<file path="config.mk">
export PLATFORM = sky130hd
export DESIGN_NAME = root_solver
export DESIGN_NICKNAME = d
export VERILOG_FILES = /design/src/rtl/root_solver.sv
export SDC_FILE = /design/constraint.sdc
export NUM_CORES = 1
export LEC_CHECK = 0
export BUFFER_PORTS_ARGS = -buffer_cell sky130_fd_sc_hd__buf_4
export CAP_MARGIN = 15
export CORE_ASPECT_RATIO = 1.25
export CORE_MARGIN = 2
export CORE_UTILIZATION = 60
export CTS_CLUSTER_SIZE = 40
export DETAILED_ROUTE_END_ITERATION = 8
export HOLD_SLACK_MARGIN = 0.08
export PLACE_DENSITY = 0.83
export SYNTH_ARGS = -nofsm -noshare
export SYNTH_HDL_FRONTEND = slang
export SYNTH_SLANG_ARGS = --single-unit
</file>
<file path="constraint.sdc">
create_clock -name i_clk -period 3.8 [get_ports i_clk]
set_input_delay 0.19 -clock i_clk [delete_from_list [all_inputs] [get_ports i_clk]]
set_output_delay 0.19 -clock i_clk [all_outputs]
set_load 0.05 [all_outputs]
</file>
<file path="src/rtl/root_solver.sv">
// Recovers B from the forward datapath XOUT = A - 3*B - TEMP (mod 256).
// B = (A - XOUT - TEMP) * inverse(3), computed as an 8-cycle serial shift-add.
module root_solver #(
  parameter logic [7:0] TEMP = 8'd21
) (
  input  logic       i_clk,
  input  logic       i_rst,
  input  logic       i_in_valid,
  output logic       o_in_ready,
  input  logic [7:0] i_a,
  input  logic [7:0] i_xout,
  output logic       o_out_valid,
  input  logic       i_out_ready,
  output logic [7:0] o_b,
  output logic       o_busy
);

  typedef enum logic [1:0] {
    S_IDLE,
    S_MUL,
    S_DONE
  } state_t;

  // 171 is the multiplicative inverse of 3 modulo 256.
  localparam logic [7:0] INV3 = 8'hAB;

  state_t     r_state;
  logic [7:0] r_d;
  logic [7:0] r_acc;
  logic [7:0] r_b;
  logic [2:0] r_cnt;
  logic       r_in_ready;
  logic       r_out_valid;
  logic       r_busy;

  logic [7:0] w_term;
  logic [7:0] w_sum;

  assign w_term = INV3[r_cnt] ? (r_d << r_cnt) : 8'd0;
  assign w_sum  = r_acc + w_term;

  // The handshake outputs are registered alongside the state so they never glitch.
  always_ff @(posedge i_clk or posedge i_rst) begin
    if (i_rst) begin
      r_state     <= S_IDLE;
      r_d         <= 8'd0;
      r_acc       <= 8'd0;
      r_b         <= 8'd0;
      r_cnt       <= 3'd0;
      r_in_ready  <= 1'b1;
      r_out_valid <= 1'b0;
      r_busy      <= 1'b0;
    end else begin
      case (r_state)
        S_IDLE: begin
          if (i_in_valid) begin
            r_d        <= i_a - i_xout - TEMP;
            r_acc      <= 8'd0;
            r_cnt      <= 3'd0;
            r_state    <= S_MUL;
            r_in_ready <= 1'b0;
            r_busy     <= 1'b1;
          end
        end
        S_MUL: begin
          r_acc <= w_sum;
          r_cnt <= r_cnt + 3'd1;
          if (r_cnt == 3'd7) begin
            r_b         <= w_sum;
            r_state     <= S_DONE;
            r_out_valid <= 1'b1;
          end
        end
        S_DONE: begin
          if (i_out_ready) begin
            r_state     <= S_IDLE;
            r_out_valid <= 1'b0;
            r_busy      <= 1'b0;
            r_in_ready  <= 1'b1;
          end
        end
        default: begin
          r_state     <= S_IDLE;
          r_out_valid <= 1'b0;
          r_busy      <= 1'b0;
          r_in_ready  <= 1'b1;
        end
      endcase
    end
  end

  assign o_in_ready  = r_in_ready;
  assign o_out_valid = r_out_valid;
  assign o_busy      = r_busy;
  assign o_b         = r_b;

endmodule

</file>
==> load_flow_metrics.sql <==
INSERT INTO impl_metrics (metric_group, metric, value, unit) VALUES
('status', 'outcome', 'finished, final reports clean', ''),
('pwr', 'sequential_power_share', '29.7', '%'),
('cts', 'clock_tree_from_tritoncts', 'done', ''),
('critical_path', 'cpMaxStageDelayCell', 'sky130_fd_sc_hd__dfrtp_1', ''),
('global_route', 'grt_pass1_vias', '1691', ''),
('pwr', 'irDropWorstVdd', '0.628', 'mV'),
('die', 'total_die_area', '0.00412', 'mm2'),
('die', 'die_h', '71.3', 'um'),
('critical_path', 'r2r_setup_slack', '860', 'ps'),
('synthesis', 'netlist-cell-type-count', '36', ''),
('synthesis', 'yosysTopAreaCell', 'sky130_fd_sc_hd__dfrtp_1', ''),
('placed_design', 'place_area', '0.00242', 'mm2'),
('pwr', 'net_switching_power_of_the_design', '1.03', 'mW'),
('sta', 'finalClockSkew', '5.09', 'ps'),
('critical_path', 'worst_r2r_path_depth', '10', ''),
('hold_path', 'hold_startpoint', 'i_out_ready', ''),
('finish', 'layout.core_utilization', '72.4', '%'),
('synthesis', 'synth_fp_nets', '291', ''),
('finish', 'antenna_cells_inserted', '0', ''),
('finish', 'layout.cell_area.non_filler', '0.00252', 'mm2'),
('synthesis', 'share_of_synthesized_cell_area_in_and_or_nand_and_nor_gates', '17.7', '%'),
('sta', 'setup_repair_after_global_routing_missed_its_margin', 'false', ''),
('sta', 'finalSetupViolations', '0', ''),
('die', 'top_level_ports', '31', ''),
('detailed_routing', 'dr.pass1.iters', '4', ''),
('pwr', 'cell_internal_pwr', '1.19', 'mW'),
('cts', 'worst_setup_hold_path_clk_slew', '60', 'ps'),
('synthesis', 'synth-compound-area-share', '14.9', '%'),
('detailed_routing', 'detail-route-antenna-nets', '0', ''),
('cts', 'clkSinkCount', '32', ''),
('cts', 'cts-buffers-inserted', '5', ''),
('detailed_routing', 'route.vias.total', '1783', ''),
('synthesis', 'synth_top_cell_area_share', '35.7', '%'),
('pwr', 'power.density', '883', 'mW/mm2'),
('die', 'initial_utilization', '62.4', '%'),
('critical_path', 'timing.critical_path.fanout_max', '15', ''),
('sta', 'finalCriticalPeriod', '2940', 'ps'),
('placed_design', 'routabilityCongestion', '0.986', ''),
('die', 'placementRows', '24', ''),
('synthesis', 'syn_area', '0.00217', 'mm2'),
('pwr', 'p_clk_share', '11.9', '%'),
('placed_design', 'post-dp-hpwl', '3080', 'um'),
('synthesis', 'synth_warnings', '0', ''),
('critical_path', 'critPathCaptureType', 'flop', ''),
('synthesis', 'yosys.area_share.adder', '15.1', '%'),
('finish', 'layout-drive-gt1-share', '18.3', '%'),
('critical_path', 'critical_path.max_stage_delay', '600', 'ps'),
('cts', 'cts.path.max_buffers', '2', ''),
('sta', 'slew_headroom', '63.0', '%'),
('pwr', 'leakagePower', '1.29', 'nW'),
('sta', 'worstMarginPinSlew', '553', 'ps'),
('synthesis', 'yosys_register_bits', '32', ''),
('finish', 'areaGrowthSynthToFinish', '16.1', '%'),
('synthesis', 'synth.mux.area_fraction', '5.47', '%'),
('sta', 'totalNegativeSetupSlack', '0', 'ps'),
('critical_path', 'critPathLaunchType', 'flop', ''),
('global_route', 'grt_max_degree', '33', ''),
('synthesis', 'synth_top_family_by_area', 'simple AND/OR/NAND/NOR gates', ''),
('detailed_routing', 'drtIter0Drc', '47', ''),
('finish', 'most_frequent_cells_in_the_layout', 'sky130_fd_sc_hd__nand2_1, sky130_fd_sc_hd__buf_4, sky130_fd_sc_hd__dfrtp_1', ''),
('critical_path', 'cp_cell_sequence', 'inv_1, ha_1, or2_2, nor3_1, ha_1, a21o_1, o21ai_0, nand2_1, xnor2_1, o21ai_0', ''),
('hold_path', 'worstHoldPathType', 'in2reg', ''),
('synthesis', 'synth_xor_xnor_area_share', '4.03', '%'),
('global_route', 'grt_antenna_before_repair', '0', ''),
('critical_path', 'worstPathRequired', '3950', 'ps'),
('sta', 'fmax', '341', 'MHz'),
('global_route', 'grt_usage', '21.7', '%'),
('critical_path', 'crit_arrival', '3080', 'ps'),
('sta', 'timing.final.hold_violations', '0', ''),
('cts', 'postCtsResizedCells', '0', ''),
('global_route', 'wire_length_of_the_first_global_routing_pass', '6910', 'um');
[layout make-up]
cell class | instances | area [um2]
Sequential cell | 32 | 802
Tap cell | 39 | 48.8
Timing Repair Buffer | 33 | 250
Multi-Input combinational cell | 182 | 1240
Inverter | 23 | 86.3
Clock buffer | 6 | 82.6
Fill cell | 281 | 960
Clock inverter | 2 | 10.0
[per-layer routing]
metal	track usage [%]	share of wire, %	up-vias
li1	-	-	903
met1	23.2	40	835
met2	39.3	54	37
met3	4.87	4.1	8
met4	10.9	2.3	0
met5	0	0	-
[logic make-up after synthesis]
family / count (synthesis)
and+or+nand+nor: 82
xor gates and xnor gates: 10
AOI/OAI and AO/OA: 55
muxes: 10
buffers and inverters: 32
adders and majority gates: 25
DFF: 32
[worst min-delay path by stage]
stage | to | slack (ps) | cells past startpoint
6_report | o_in_ready$_DFFE_PP1P_ | 150 | 3
5_1_grt | o_in_ready$_DFFE_PP1P_ | 180 | 3
4_1_cts | o_in_ready$_DFFE_PP1P_ | 150 | 3
3_5_place_dp | o_b[2]$_DFFE_PP0P_ | 300 | 3
3_3_place_gp | o_b[1]$_DFFE_PP0P_ | 290 | 3
2_1_floorplan | o_b[0]$_DFFE_PP0P_ | 310 | 1
[metrics by stage]
step | hold WS (ps) | worst slack, ps | power (mW) | cells
detailed placement | 298 | 861 | 1.97 | 308
global route | 182 | 521 | 2.43 | 317
global placement | 294 | 975 | 1.93 | 308
CTS | 145 | 855 | 2.25 | 317
floorplan | 305 | 1270 | 1.68 | 246
finish | 148 | 863 | 2.23 | 317
[flip-flops by register name, summed over array words and instances, names as in the netlist]
signal	count
o_b	8
o_busy	1
o_in_ready	1
o_out_valid	1
r_acc	8
r_cnt	3
r_d	8
r_state	2
[cell usage after synthesis]
| library cell | instances |
|---|---|
| sky130_fd_sc_hd__a211o_1 | 1 |
| sky130_fd_sc_hd__a211oi_1 | 4 |
| sky130_fd_sc_hd__a21o_1 | 5 |
| sky130_fd_sc_hd__a21oi_1 | 13 |
| sky130_fd_sc_hd__a22oi_2 | 1 |
| sky130_fd_sc_hd__a31oi_1 | 2 |
| sky130_fd_sc_hd__and2_1 | 2 |
| sky130_fd_sc_hd__and4_1 | 1 |
| sky130_fd_sc_hd__buf_6 | 1 |
| sky130_fd_sc_hd__clkbuf_1 | 8 |
| sky130_fd_sc_hd__dfrtp_1 | 31 |
| sky130_fd_sc_hd__dfstp_2 | 1 |
| sky130_fd_sc_hd__fa_1 | 2 |
| sky130_fd_sc_hd__ha_1 | 23 |
| sky130_fd_sc_hd__inv_1 | 23 |
| sky130_fd_sc_hd__mux2_2 | 5 |
| sky130_fd_sc_hd__mux2i_1 | 4 |
| sky130_fd_sc_hd__mux4_2 | 1 |
| sky130_fd_sc_hd__nand2_1 | 32 |
| sky130_fd_sc_hd__nand2b_1 | 6 |
| sky130_fd_sc_hd__nand3_1 | 10 |
| sky130_fd_sc_hd__nand3b_1 | 1 |
| sky130_fd_sc_hd__nor2_1 | 15 |
| sky130_fd_sc_hd__nor2b_1 | 1 |
| sky130_fd_sc_hd__nor3_1 | 5 |
| sky130_fd_sc_hd__nor3b_1 | 2 |
| sky130_fd_sc_hd__nor4b_1 | 1 |
| sky130_fd_sc_hd__o211a_1 | 1 |
| sky130_fd_sc_hd__o21ai_0 | 24 |
| sky130_fd_sc_hd__o21bai_1 | 1 |
| sky130_fd_sc_hd__o22ai_1 | 2 |
| sky130_fd_sc_hd__o31ai_1 | 1 |
| sky130_fd_sc_hd__or2_2 | 3 |
| sky130_fd_sc_hd__or3_1 | 3 |
| sky130_fd_sc_hd__xnor2_1 | 7 |
| sky130_fd_sc_hd__xor2_1 | 3 |
[power by group through the flow]
stage          clock (mW)  sequential [mW]  combinational, mW
3_3_place_gp            0            0.657               1.27
6_report            0.265            0.661               1.30
4_1_cts             0.272            0.663               1.31
3_5_place_dp            0            0.669               1.30
5_1_grt             0.284            0.686               1.46
2_1_floorplan           0            0.782              0.897
[worst max-delay path, delay by kind of cell, from the launching register on]
| family | cells | cell delay (ps) |
|---|---|---|
| flops | 1 | 600 |
| xor+xnor | 1 | 190 |
| buf+inv | 1 | 170 |
| simple gates | 3 | 820 |
| fa+ha+maj | 2 | 550 |
| compound gates | 3 | 480 |
[what timing repair did]
item,in CTS,in global routing
buffers inserted,0,0
hold buffers,1,0
endpoints found under the hold margin,31,0
(Power assumes the default switching activity.)
